### src/rtl/wb_stage_pkg.sv
// Shared definitions for the wb_stage writeback block: FSM encoding, default widths
// and the {rd, data} writeback entry layout.
package wb_stage_pkg;

  localparam int XLEN_DEF   = 32;
  localparam int REG_AW_DEF = 4;

  typedef enum logic [1:0] {
    IDLE      = 2'b00,
    WAIT_LOAD = 2'b01
  } wb_state_e;

  typedef struct packed {
    logic [REG_AW_DEF-1:0] rd;
    logic [XLEN_DEF-1:0]   data;
  } wb_entry_t;

endpackage

### src/rtl/wb_stage_if.sv
// Bus bundle between the LSU/EX producers, the controller and wb_stage.
// The forwarding signals exist only when WB_BYPASS_EN is defined.
interface wb_stage_if import wb_stage_pkg::*; #(
  parameter int REG_AW    = REG_AW_DEF,
  parameter int XLEN      = XLEN_DEF,
  parameter int BUF_DEPTH = 2
);
  localparam int CNT_W = $clog2(BUF_DEPTH) + 1;

  logic              load_issue_i;
  logic [REG_AW-1:0] load_rd_i;
  logic              lsu_wb_flag_i;
  logic [XLEN-1:0]   lsu_wdata_i;
  logic              alu_wb_flag_i;
  logic [REG_AW-1:0] alu_rd_i;
  logic [XLEN-1:0]   alu_wdata_i;
  logic              rf_we_o;
  logic [REG_AW-1:0] rf_waddr_o;
  logic [XLEN-1:0]   rf_wdata_o;
  logic              wb_hold_o;
  logic              wb_err_o;
  logic [CNT_W-1:0]  buf_cnt_o;
`ifdef WB_BYPASS_EN
  logic              fwd_valid_o;
  logic [REG_AW-1:0] fwd_rd_o;
  logic [XLEN-1:0]   fwd_data_o;
`endif

  modport master (
`ifdef WB_BYPASS_EN
    input  fwd_valid_o, fwd_rd_o, fwd_data_o,
`endif
    output load_issue_i, load_rd_i, lsu_wb_flag_i, lsu_wdata_i,
    output alu_wb_flag_i, alu_rd_i, alu_wdata_i,
    input  rf_we_o, rf_waddr_o, rf_wdata_o, wb_hold_o, wb_err_o, buf_cnt_o
  );

  modport slave (
`ifdef WB_BYPASS_EN
    output fwd_valid_o, fwd_rd_o, fwd_data_o,
`endif
    input  load_issue_i, load_rd_i, lsu_wb_flag_i, lsu_wdata_i,
    input  alu_wb_flag_i, alu_rd_i, alu_wdata_i,
    output rf_we_o, rf_waddr_o, rf_wdata_o, wb_hold_o, wb_err_o, buf_cnt_o
  );

endinterface

### src/rtl/wb_stage_skid_fifo.sv
// wb_skid_fifo: small synchronous FIFO parking ALU results that lost the write port.
// Caller guarantees no push when full without a pop, and no pop when empty.
module wb_skid_fifo #(
  parameter int WIDTH = 36,
  parameter int DEPTH = 2,
  localparam int AW    = $clog2(DEPTH),
  localparam int CW    = AW + 1
) (
  input  logic             clk,
  input  logic             rst_n,
  input  logic             push,
  input  logic [WIDTH-1:0] wdata,
  input  logic             pop,
  output logic [WIDTH-1:0] rdata,
  output logic             full,
  output logic             empty,
  output logic [CW-1:0]    count
);

  logic [WIDTH-1:0] mem [DEPTH];
  logic [AW-1:0]    wptr;
  logic [AW-1:0]    rptr;

  always_ff @(posedge clk or negedge rst_n) begin
    if (!rst_n) begin
      wptr  <= '0;
      rptr  <= '0;
      count <= '0;
    end else begin
      if (push) wptr <= wptr + AW'(1);
      if (pop)  rptr <= rptr + AW'(1);
      case ({push, pop})
        2'b10:   count <= count + CW'(1);
        2'b01:   count <= count - CW'(1);
        default: count <= count;
      endcase
    end
  end

  // Storage needs no reset: entries are only read once count says they are valid.
  always_ff @(posedge clk) begin
    if (push) mem[wptr] <= wdata;
  end

  assign rdata = mem[rptr];
  assign full  = (count == CW'(DEPTH));
  assign empty = (count == '0);

endmodule

### src/rtl/wb_stage.sv
// Writeback stage: owns the single regfile write port, pairs issued loads with the LSU
// result pulse and skids colliding ALU results. Optional macro WB_BYPASS_EN adds forwarding.
module wb_stage import wb_stage_pkg::*; #(
  parameter int REG_AW       = REG_AW_DEF,
  parameter int XLEN         = XLEN_DEF,
  parameter int BUF_DEPTH    = 2,
  parameter int LOAD_TIMEOUT = 15
) (
  input logic       clk,
  input logic       rst_n,
  wb_stage_if.slave bus
);

  localparam int CNT_W = $clog2(BUF_DEPTH) + 1;
  localparam int TMO_W = $clog2(LOAD_TIMEOUT + 1);

  typedef struct packed {
    logic [REG_AW-1:0] rd;
    logic [XLEN-1:0]   data;
  } entry_t;

  wb_state_e         state;
  wb_state_e         state_nx;
  logic [REG_AW-1:0] pend_rd;
  logic [TMO_W-1:0]  tmo_cnt;

  logic              fifo_full;
  logic              fifo_empty;
  logic [CNT_W-1:0]  fifo_cnt;
  entry_t            fifo_head;
  entry_t            alu_entry;
  entry_t            sel_entry;

  logic              load_accept;
  logic              lsu_take;
  logic              tmo_hit;
  logic              fifo_pop;
  logic              fifo_push;
  logic              alu_direct;
  logic              sel_valid;
  logic              err_set;

  assign alu_entry = {bus.alu_rd_i, bus.alu_wdata_i};

  wb_skid_fifo #(
    .WIDTH (REG_AW + XLEN),
    .DEPTH (BUF_DEPTH)
  ) u_fifo (
    .clk   (clk),
    .rst_n (rst_n),
    .push  (fifo_push),
    .wdata (alu_entry),
    .pop   (fifo_pop),
    .rdata (fifo_head),
    .full  (fifo_full),
    .empty (fifo_empty),
    .count (fifo_cnt)
  );

  // A load is only accepted with the skid FIFO empty, so LSU-first priority keeps program order.
  always_comb begin
    state_nx    = state;
    load_accept = 1'b0;
    lsu_take    = 1'b0;
    tmo_hit     = 1'b0;
    err_set     = 1'b0;
    fifo_pop    = 1'b0;
    fifo_push   = 1'b0;
    alu_direct  = 1'b0;
    sel_valid   = 1'b0;
    sel_entry   = '0;

    case (state)
      IDLE: begin
        if (bus.load_issue_i && fifo_empty) begin
          load_accept = 1'b1;
          state_nx    = WAIT_LOAD;
        end
        if (bus.lsu_wb_flag_i) err_set = 1'b1;
      end
      WAIT_LOAD: begin
        if (bus.lsu_wb_flag_i) begin
          lsu_take = 1'b1;
          state_nx = IDLE;
        end else if (tmo_cnt == TMO_W'(LOAD_TIMEOUT - 1)) begin
          tmo_hit  = 1'b1;
          state_nx = IDLE;
        end
        if (bus.load_issue_i) err_set = 1'b1;
      end
      default: state_nx = IDLE;
    endcase

    fifo_pop   = !lsu_take && !fifo_empty;
    alu_direct = bus.alu_wb_flag_i && !lsu_take && fifo_empty;
    fifo_push  = bus.alu_wb_flag_i && !alu_direct && (!fifo_full || fifo_pop);
    if (bus.alu_wb_flag_i && !alu_direct && fifo_full && !fifo_pop) err_set = 1'b1;
    if (tmo_hit) err_set = 1'b1;

    if (lsu_take) begin
      sel_valid      = 1'b1;
      sel_entry.rd   = pend_rd;
      sel_entry.data = bus.lsu_wdata_i;
    end else if (fifo_pop) begin
      sel_valid = 1'b1;
      sel_entry = fifo_head;
    end else if (alu_direct) begin
      sel_valid = 1'b1;
      sel_entry = alu_entry;
    end
  end

  always_ff @(posedge clk or negedge rst_n) begin
    if (!rst_n) begin
      state          <= IDLE;
      pend_rd        <= '0;
      tmo_cnt        <= '0;
      bus.rf_we_o    <= 1'b0;
      bus.rf_waddr_o <= '0;
      bus.rf_wdata_o <= '0;
      bus.wb_err_o   <= 1'b0;
    end else begin
      state <= state_nx;
      if (load_accept) pend_rd <= bus.load_rd_i;
      if ((state == WAIT_LOAD) && (state_nx == WAIT_LOAD)) tmo_cnt <= tmo_cnt + TMO_W'(1);
      else                                                 tmo_cnt <= '0;
      // x0 targets are consumed but never written; address/data keep their last values.
      if (sel_valid && (sel_entry.rd != '0)) begin
        bus.rf_we_o    <= 1'b1;
        bus.rf_waddr_o <= sel_entry.rd;
        bus.rf_wdata_o <= sel_entry.data;
      end else begin
        bus.rf_we_o <= 1'b0;
      end
      if (err_set) bus.wb_err_o <= 1'b1;
    end
  end

  assign bus.wb_hold_o = fifo_full || (bus.load_issue_i && !fifo_empty && (state == IDLE));
  assign bus.buf_cnt_o = fifo_cnt;

`ifdef WB_BYPASS_EN
  assign bus.fwd_valid_o = sel_valid && (sel_entry.rd != '0);
  assign bus.fwd_rd_o    = sel_entry.rd;
  assign bus.fwd_data_o  = sel_entry.data;
`endif

endmodule

### src/flat_wrapper.sv
// flat-port wrapper written by rule: the top's interface ports become plain ports
module wb_stage_flat import wb_stage_pkg::*;
#(
  parameter int REG_AW       = REG_AW_DEF,
  parameter int XLEN         = XLEN_DEF,
  parameter int BUF_DEPTH    = 2,
  parameter int LOAD_TIMEOUT = 15
)
  (clk, rst_n, bus_load_issue_i, bus_load_rd_i, bus_lsu_wb_flag_i, bus_lsu_wdata_i, bus_alu_wb_flag_i, bus_alu_rd_i, bus_alu_wdata_i, bus_rf_we_o, bus_rf_waddr_o, bus_rf_wdata_o, bus_wb_hold_o, bus_wb_err_o, bus_buf_cnt_o);
  wb_stage_if #(.REG_AW(REG_AW), .XLEN(XLEN), .BUF_DEPTH(BUF_DEPTH)) bus_i ();
  input logic clk;
  input logic rst_n;
  input wire logic [$bits(bus_i.load_issue_i)-1:0] bus_load_issue_i;
  input wire logic [$bits(bus_i.load_rd_i)-1:0] bus_load_rd_i;
  input wire logic [$bits(bus_i.lsu_wb_flag_i)-1:0] bus_lsu_wb_flag_i;
  input wire logic [$bits(bus_i.lsu_wdata_i)-1:0] bus_lsu_wdata_i;
  input wire logic [$bits(bus_i.alu_wb_flag_i)-1:0] bus_alu_wb_flag_i;
  input wire logic [$bits(bus_i.alu_rd_i)-1:0] bus_alu_rd_i;
  input wire logic [$bits(bus_i.alu_wdata_i)-1:0] bus_alu_wdata_i;
  output wire logic [$bits(bus_i.rf_we_o)-1:0] bus_rf_we_o;
  output wire logic [$bits(bus_i.rf_waddr_o)-1:0] bus_rf_waddr_o;
  output wire logic [$bits(bus_i.rf_wdata_o)-1:0] bus_rf_wdata_o;
  output wire logic [$bits(bus_i.wb_hold_o)-1:0] bus_wb_hold_o;
  output wire logic [$bits(bus_i.wb_err_o)-1:0] bus_wb_err_o;
  output wire logic [$bits(bus_i.buf_cnt_o)-1:0] bus_buf_cnt_o;
  assign bus_i.load_issue_i = bus_load_issue_i;
  assign bus_i.load_rd_i = bus_load_rd_i;
  assign bus_i.lsu_wb_flag_i = bus_lsu_wb_flag_i;
  assign bus_i.lsu_wdata_i = bus_lsu_wdata_i;
  assign bus_i.alu_wb_flag_i = bus_alu_wb_flag_i;
  assign bus_i.alu_rd_i = bus_alu_rd_i;
  assign bus_i.alu_wdata_i = bus_alu_wdata_i;
  assign bus_rf_we_o = bus_i.rf_we_o;
  assign bus_rf_waddr_o = bus_i.rf_waddr_o;
  assign bus_rf_wdata_o = bus_i.rf_wdata_o;
  assign bus_wb_hold_o = bus_i.wb_hold_o;
  assign bus_wb_err_o = bus_i.wb_err_o;
  assign bus_buf_cnt_o = bus_i.buf_cnt_o;
  wb_stage #(.REG_AW(REG_AW), .XLEN(XLEN), .BUF_DEPTH(BUF_DEPTH), .LOAD_TIMEOUT(LOAD_TIMEOUT)) u_core (.clk(clk), .rst_n(rst_n), .bus(bus_i));
endmodule
### config.mk
export PLATFORM = sky130hd
export DESIGN_NAME = wb_stage_flat
export DESIGN_NICKNAME = d
export VERILOG_FILES = /design/src/rtl/wb_stage_pkg.sv /design/src/rtl/wb_stage_if.sv /design/src/rtl/wb_stage_skid_fifo.sv /design/src/rtl/wb_stage.sv /design/src/flat_wrapper.sv
export SDC_FILE = /design/constraint.sdc
export NUM_CORES = 1
export LEC_CHECK = 0
export ABC_AREA = 1
export BUFFER_PORTS_ARGS = -buffer_cell sky130_fd_sc_hd__buf_2
export CELL_PAD_IN_SITES_DETAIL_PLACEMENT = 0
export CELL_PAD_IN_SITES_GLOBAL_PLACEMENT = 2
export CORE_UTILIZATION = 36
export CTS_CLUSTER_DIAMETER = 80
export CTS_CLUSTER_SIZE = 25
export DETAILED_ROUTE_END_ITERATION = 6
export HOLD_SLACK_MARGIN = 0.1
export PLACE_DENSITY_LB_ADDON = 0.25
export SYNTH_ARGS = -nofsm -noshare
export SYNTH_HDL_FRONTEND = slang
export SYNTH_HIERARCHICAL = 1
export SYNTH_SLANG_ARGS = --single-unit
### constraint.sdc
create_clock -name clk -period 4.9 [get_ports clk]
set_input_delay 0.49 -clock clk [delete_from_list [all_inputs] [get_ports clk]]
set_output_delay 0.49 -clock clk [all_outputs]
set_load 0.05 [all_outputs]
==> results.yml, run 1 <==
routing:
  dr.pass1.iters: 4
  antenna_left: 0
  wl_mm: 14.2
  num_vias: 4236
  wl_per_cell_um: 15.6
  dr.first_iter.drc_count: 273
  viasPerCell: 4.67
  drc: 0
finish:
  num_antenna_cells: 0
  drive_above_1_share: 0.270
  area_growth_pct: 21.2
  utilization: 0.449
  finalNetCount: 765
grt:
  grt_max_degree: 74
  grtUsageTotal: 0.188
  grt_pass1_vias: 4229
  grt_pass1_wl_mm: 22.7
  grt_overflow_total: 0
  antenna_found_initial: 0
setup_path:
  r2r_end: "u_core/bus.rf_wdata_o[15]"
  critPathArrivalTime_ns: 3.29
  r2r_cells: 7
  r2r_slack_ns: 1.90
  endpoint_kind: "flip-flop"
  worst-setup-path-type: "flip-flop to flip-flop"
  cp.required_ns: 5.19
  start_kind: "flip-flop"
  cp_max_fo: 73
  critical_path.startpoint: "u_core/u_fifo/rptr"
  r2r-start: "u_core/u_fifo/rptr"
status:
  outcome: "finished, final reports clean"
logic_synthesis:
  postSynthCellCount: 573
  synth.avg_cell_area_um2: 9.91
  ys_warn_count: 6
  synth_top_area_frac: 0.381
  synth.largest_area_cell: "edfxtp_1"
  netlist_top_cells_area: "edfxtp_1 38%, dfrtp_1 23%, nand2_1 14%"
  syn_area_um2: 5680
  synth.distinct_cells: 26
  syn-num-nets: 653
  yosysSeqAreaShare: 0.610
  yosys_register_bits: 124
floorplan:
  design.portCount: 118
  die_area_um2: 16300
  dieHeight_um: 128
  coreArea_um2: 15300
  die_w_um: 128
  rows: 45
  start_util: 0.371
timing:
  finalHoldViolCount: 0
  slew_violations: 0
  worst_slew_pin_slew_ns: 1.29
  rsz0062_at_grt: "false"
  fin_skew_ns: 0.00599
  clock.fmax_ghz: 0.334
  period_share: 0.611
  setup_tns_ns: 0
  setup_viol: 0
  slew_headroom: 0.141
  min_period_ns: 3.00
clock_network:
  cts_root_buffer: "clkbuf_16"
  clk_pin_slew_ns: 0.06
  clk_latency_ns: 0.41
  clock-sinks: 124
  cts_buffer_depth: 2
  cts_tree: "built"
  htree_levels: 4
  cts_buffers: 17
flow_run:
  cap_violations: 0
power_and_ir_drop:
  vdd_drop_max_v: 0.000369
  leakage_uw: 0.00324
  powerDensity_nw_per_um2: 729
min_path:
  hp-class: "primary input to flip-flop"
  hold_depth: 1
  min_from: "bus_alu_wdata_i[26]"
  holdPathEnd: "u_core/u_fifo/mem[1][26]"
placement:
  place_congestion: 0.760
  dp_hpwl_mm: 8.94
  io_buffers: 117
state kept, by name, indices dropped and copies added, names as in the netlist:
signal and flops:
u_core/tmo_cnt 4, u_core/u_fifo/count 2, u_core/u_fifo/rptr 1, u_core/state 2
u_core/pend_rd 4, u_core/bus.wb_err_o 1, u_core/bus.rf_wdata_o 32, u_core/u_fifo/mem 72
u_core/bus.rf_waddr_o 4, u_core/bus.rf_we_o 1, u_core/u_fifo/wptr 1
cell usage in the layout (no fill, tap or decap), drive strengths merged:
master	n
clkinv	1
nand2	216
a21oi	2
buf	119
xnor2	2
edfxtp	72
o2111ai	1
dlygate4sd3	1
conb	1
a31o	1
mux2	4
clkbuf	30
dfrtp	52
o21ai	36
nand4	6
xor2	3
ha	3
nor2	10
nand3	83
inv	54
worst max-delay path by stage:
stage / slack [ns] / endpoint
final: 1.90 / u_core/bus.rf_wdata_o[15]
after global placement: 1.93 / u_core/bus.rf_wdata_o[14]
after CTS: 1.87 / u_core/bus.rf_wdata_o[19]
after global routing: 1.53 / u_core/bus.rf_wdata_o[0]
after detailed placement: 1.88 / u_core/bus.rf_wdata_o[19]
after floorplan: 1.45 / u_core/u_fifo/mem[0][0]
synthesized netlist by cell type, drive strengths merged:
library cell  count
a21oi             2
xor2              3
nand2           216
ha                3
xnor2             2
edfxtp           72
clkbuf            3
dfrtp            52
nand3            83
buf              24
o21ai            36
nand4             6
nor2             10
mux2              4
inv              54
a31o              1
conb              1
o2111ai           1
report_power, final:
part           total (µW)  switching, µW  internal, µW
Combinational        2100           1540           566
Sequential           1760            286          1480
Clock                1150            422           725
Total                5010           2250          2770
logic make-up (layout without fill, tap and decap cells):
kind of cell	Yosys count	count (layout)	share of synthesized area
XOR/XNOR	5	5	0.00772
multiplexers	4	4	0.00793
other	1	1	0.000661
AND/OR/NAND/NOR	315	315	0.236
flip-flops	124	124	0.610
adder cells (fa/ha/maj)	3	3	0.00661
buffers and inverters	81	205	0.0747
AO/OA/AOI/OAI	40	40	0.0564
routing by layer:
metal / up-vias / global-route usage / wire, µm
met5: - / 0 / 0
met4: 0 / 0.0782 / 201
met3: 19 / 0.0444 / 918
met2: 130 / 0.291 / 6610
met1: 1981 / 0.255 / 6460
li1: 2106 / - / -
layout make-up:
cell class / instances / area (µm²)
well taps: 211 / 264
fillers: 1532 / 8430
clock buffers: 30 / 534
inverters: 54 / 203
multi-input cells: 368 / 1800
repair buffers: 120 / 611
clock inverters: 1 / 5.00
flip-flops and latches: 124 / 3470
worst max-delay path: stages, from the launching register on:
cell     delay (ns)
dfrtp_4        1.04
o21ai_2        0.12
nand3_1        0.11
nand3_1        0.15
nor2_4         0.75
nand2_4        0.40
nand2_1        0.17
nand2_1        0.06
metrics by stage:
step	worst slack, ns	hold slack [ns]	cells	cell area, µm²	total power [µW]
finish	1.90	0.284	908	6880	5010
CTS	1.87	0.265	908	6880	5080
global placement	1.93	0.427	876	6330	3880
floorplan	1.45	0.194	573	5680	3450
detailed placement	1.88	0.432	876	6330	3910
global route	1.53	0.271	908	6880	5370
what timing repair did:
action | CTS | global route
resized for setup | 0 | 0
buffers inserted | 0 | 0
hold buffers | 1 | 0
hold endpoints to repair | 15 | 0
Power figures use the tool's default switching activity.
==> inputs of run 2 (changes only) <==
--- a/config.mk
+++ b/config.mk
@@ -9,7 +9,7 @@
 export BUFFER_PORTS_ARGS = -buffer_cell sky130_fd_sc_hd__buf_2
 export CELL_PAD_IN_SITES_DETAIL_PLACEMENT = 0
 export CELL_PAD_IN_SITES_GLOBAL_PLACEMENT = 2
-export CORE_UTILIZATION = 36
+export CORE_UTILIZATION = 34
 export CTS_CLUSTER_DIAMETER = 80
 export CTS_CLUSTER_SIZE = 25
 export DETAILED_ROUTE_END_ITERATION = 6
==> constraint.sdc (replaced) <==
create_clock -name clk -period 3.1 [get_ports clk]
set_input_delay 0.31 -clock clk [delete_from_list [all_inputs] [get_ports clk]]
set_output_delay 0.31 -clock clk [all_outputs]
set_load 0.05 [all_outputs]
==> results.yml, run 2 (synthesized netlist as in run 1, its figures left out) <==
status:
  outcome: "finished, final reports clean"
grt:
  grtUsageMet3: 0.0417
  grt-busiest-layer: "met2"
  grt_overflow_total: 0
  grt_pass1_vias: 4323
  grt_max_degree: 66
  grt_use_met2: 0.273
  grtUsageMet1: 0.226
  antenna_found_initial: 1
  grtUsageTotal: 0.172
  grt_pass1_wl_mm: 22.7
setup_path:
  endpoint_kind: "flip-flop"
  r2r_cells: 7
  max_stage_delay_ns: 0.51
  start_kind: "flip-flop"
  slowest_stage: "nor2_4"
  cp.required_ns: 3.21
  worst-setup-path-type: "flip-flop to flip-flop"
  cpMostUsedCell: "inv_1"
  cp_max_fo: 19
  crit_path_cell_trace: "nor2_1 -> inv_1 -> nand2_1 -> a21oi_1 -> inv_1 -> nor2_4 -> buf_4"
  critPathArrivalTime_ns: 2.60
routing:
  viasPerCell: 4.56
  dr.pass1.iters: 5
  wl_per_cell_um: 15.1
  wl_mm: 14.1
  antenna_left: 0
  num_vias: 4270
  drc: 0
  dr.first_iter.drc_count: 241
min_path:
  hp-class: "primary input to flip-flop"
  hold_depth: 1
placement:
  dp_hpwl_mm: 9.23
  io_buffers: 117
  pre_cts_ws_ns: 0.602
  postPlaceCellArea_um2: 6390
  place_congestion: 0.773
clock_network:
  cts_tree: "built"
  cts_buffers: 17
  htree_levels: 4
  cts_buffer_depth: 2
  clk_latency_ns: 0.41
  clock-sinks: 124
  cts_root_buffer: "clkbuf_16"
  clk_pin_slew_ns: 0.05
timing:
  finalHoldViolCount: 0
  period_share: 0.804
  clock.fmax_ghz: 0.401
  worst_slew_pin_slew_ns: 0.847
  setup_viol: 0
  setup_tns_ns: 0
  slew_violations: 0
  rsz0062_at_grt: "false"
  fin_skew_ns: 0.00820
  hold_ws_ns: 0.111
  fin_ws_ns: 0.607
  min_period_ns: 2.49
  slew_headroom: 0.434
finish:
  area_growth_pct: 25.0
  drive_above_1_share: 0.273
  final_cell_mix: "215 x nand2_1, 117 x buf_2, 80 x nand3_1, 72 x edfxtp_1, 52 x inv_1"
  top_regs: "u_core/u_fifo/mem (72), u_core/bus.rf_wdata_o (32)"
  final_area_um2: 7100
  final_common_cell: "nand2_1"
  finalNetCount: 786
  regMostFlops: "u_core/u_fifo/mem"
  utilization: 0.440
  largest_register_ffs: 72
power_and_ir_drop:
  p_int_uw: 4470
  vdd_drop_max_v: 0.000748
  seq_power_share: 0.320
  sw_frac_of_total: 0.443
  p_clk_frac: 0.232
  powerDensity_nw_per_um2: 1130
  p_sw_uw: 3550
  leakage_uw: 0.00334
  combPwrFrac: 0.448
floorplan:
  die_w_um: 131
  design.portCount: 118
  start_util: 0.352
  die_area_um2: 17200
  dieHeight_um: 131
  rows: 46
  coreArea_um2: 16100
flow_run:
  cap_violations: 0
[run 2: what timing repair did]
action                                 4_1_cts  5_1_grt
hold buffers                                15        0
endpoints found under the hold margin       48        0
buffers inserted                             0        0
gates resized for setup                      0        0
[run 2: area by class of cell]
class / count / area [µm²]
inverter: 54 / 203
clock buffer: 22 / 454
sequential: 124 / 3470
tap: 216 / 270
timing repair buffer: 141 / 803
antenna: 1 / 2.50
clock inverter: 10 / 98.8
multi-input combinational: 368 / 1800
fill: 1620 / 9020
[run 2: critical path: cells and delay by family (launching register included)]
family | cells | cell delay [ns]
flip-flops | 1 | 0.43
buffers and inverters | 3 | 0.64
AO/OA/AOI/OAI | 1 | 0.33
AND/OR/NAND/NOR | 3 | 0.78
[run 2: layer usage]
metal,up-vias,share of wire
met2,102,0.47
met1,1997,0.47
li1,2154,-
met3,17,0.050
met5,-,0
met4,0,0.016
[run 2: stage by stage]
stage	std cells	power, µW
3_3_place_gp	888	6170
2_1_floorplan	573	5460
6_report	936	8020
5_1_grt	935	8570
4_1_cts	935	8140
3_5_place_dp	888	6220
[run 2: final timing paths]
kind | start | end | slack (ns)
min in group asynchronous | rst_n | u_core/tmo_cnt[0] | 0.43
setup reg to reg | u_core/u_fifo/count[0] | u_core/u_fifo/mem[0][1] | 0.61
setup / recovery | u_core/u_fifo/count[0] | u_core/u_fifo/mem[0][1] | 0.61
hold reg to reg | u_core/tmo_cnt[0] | u_core/tmo_cnt[0] | 0.49
hold / removal | bus_alu_wdata_i[17] | u_core/u_fifo/mem[1][17] | 0.11
max in group asynchronous | rst_n | u_core/u_fifo/rptr | 1.77
[run 2: power by group through the flow]
stage / clock network [µW] / logic, µW / registers (µW)
floorplan: 0 / 2090 / 3370
global placement: 0 / 3580 / 2590
detailed placement: 0 / 3630 / 2600
CTS: 1910 / 3660 / 2570
global route: 1980 / 3960 / 2630
finish: 1860 / 3590 / 2570
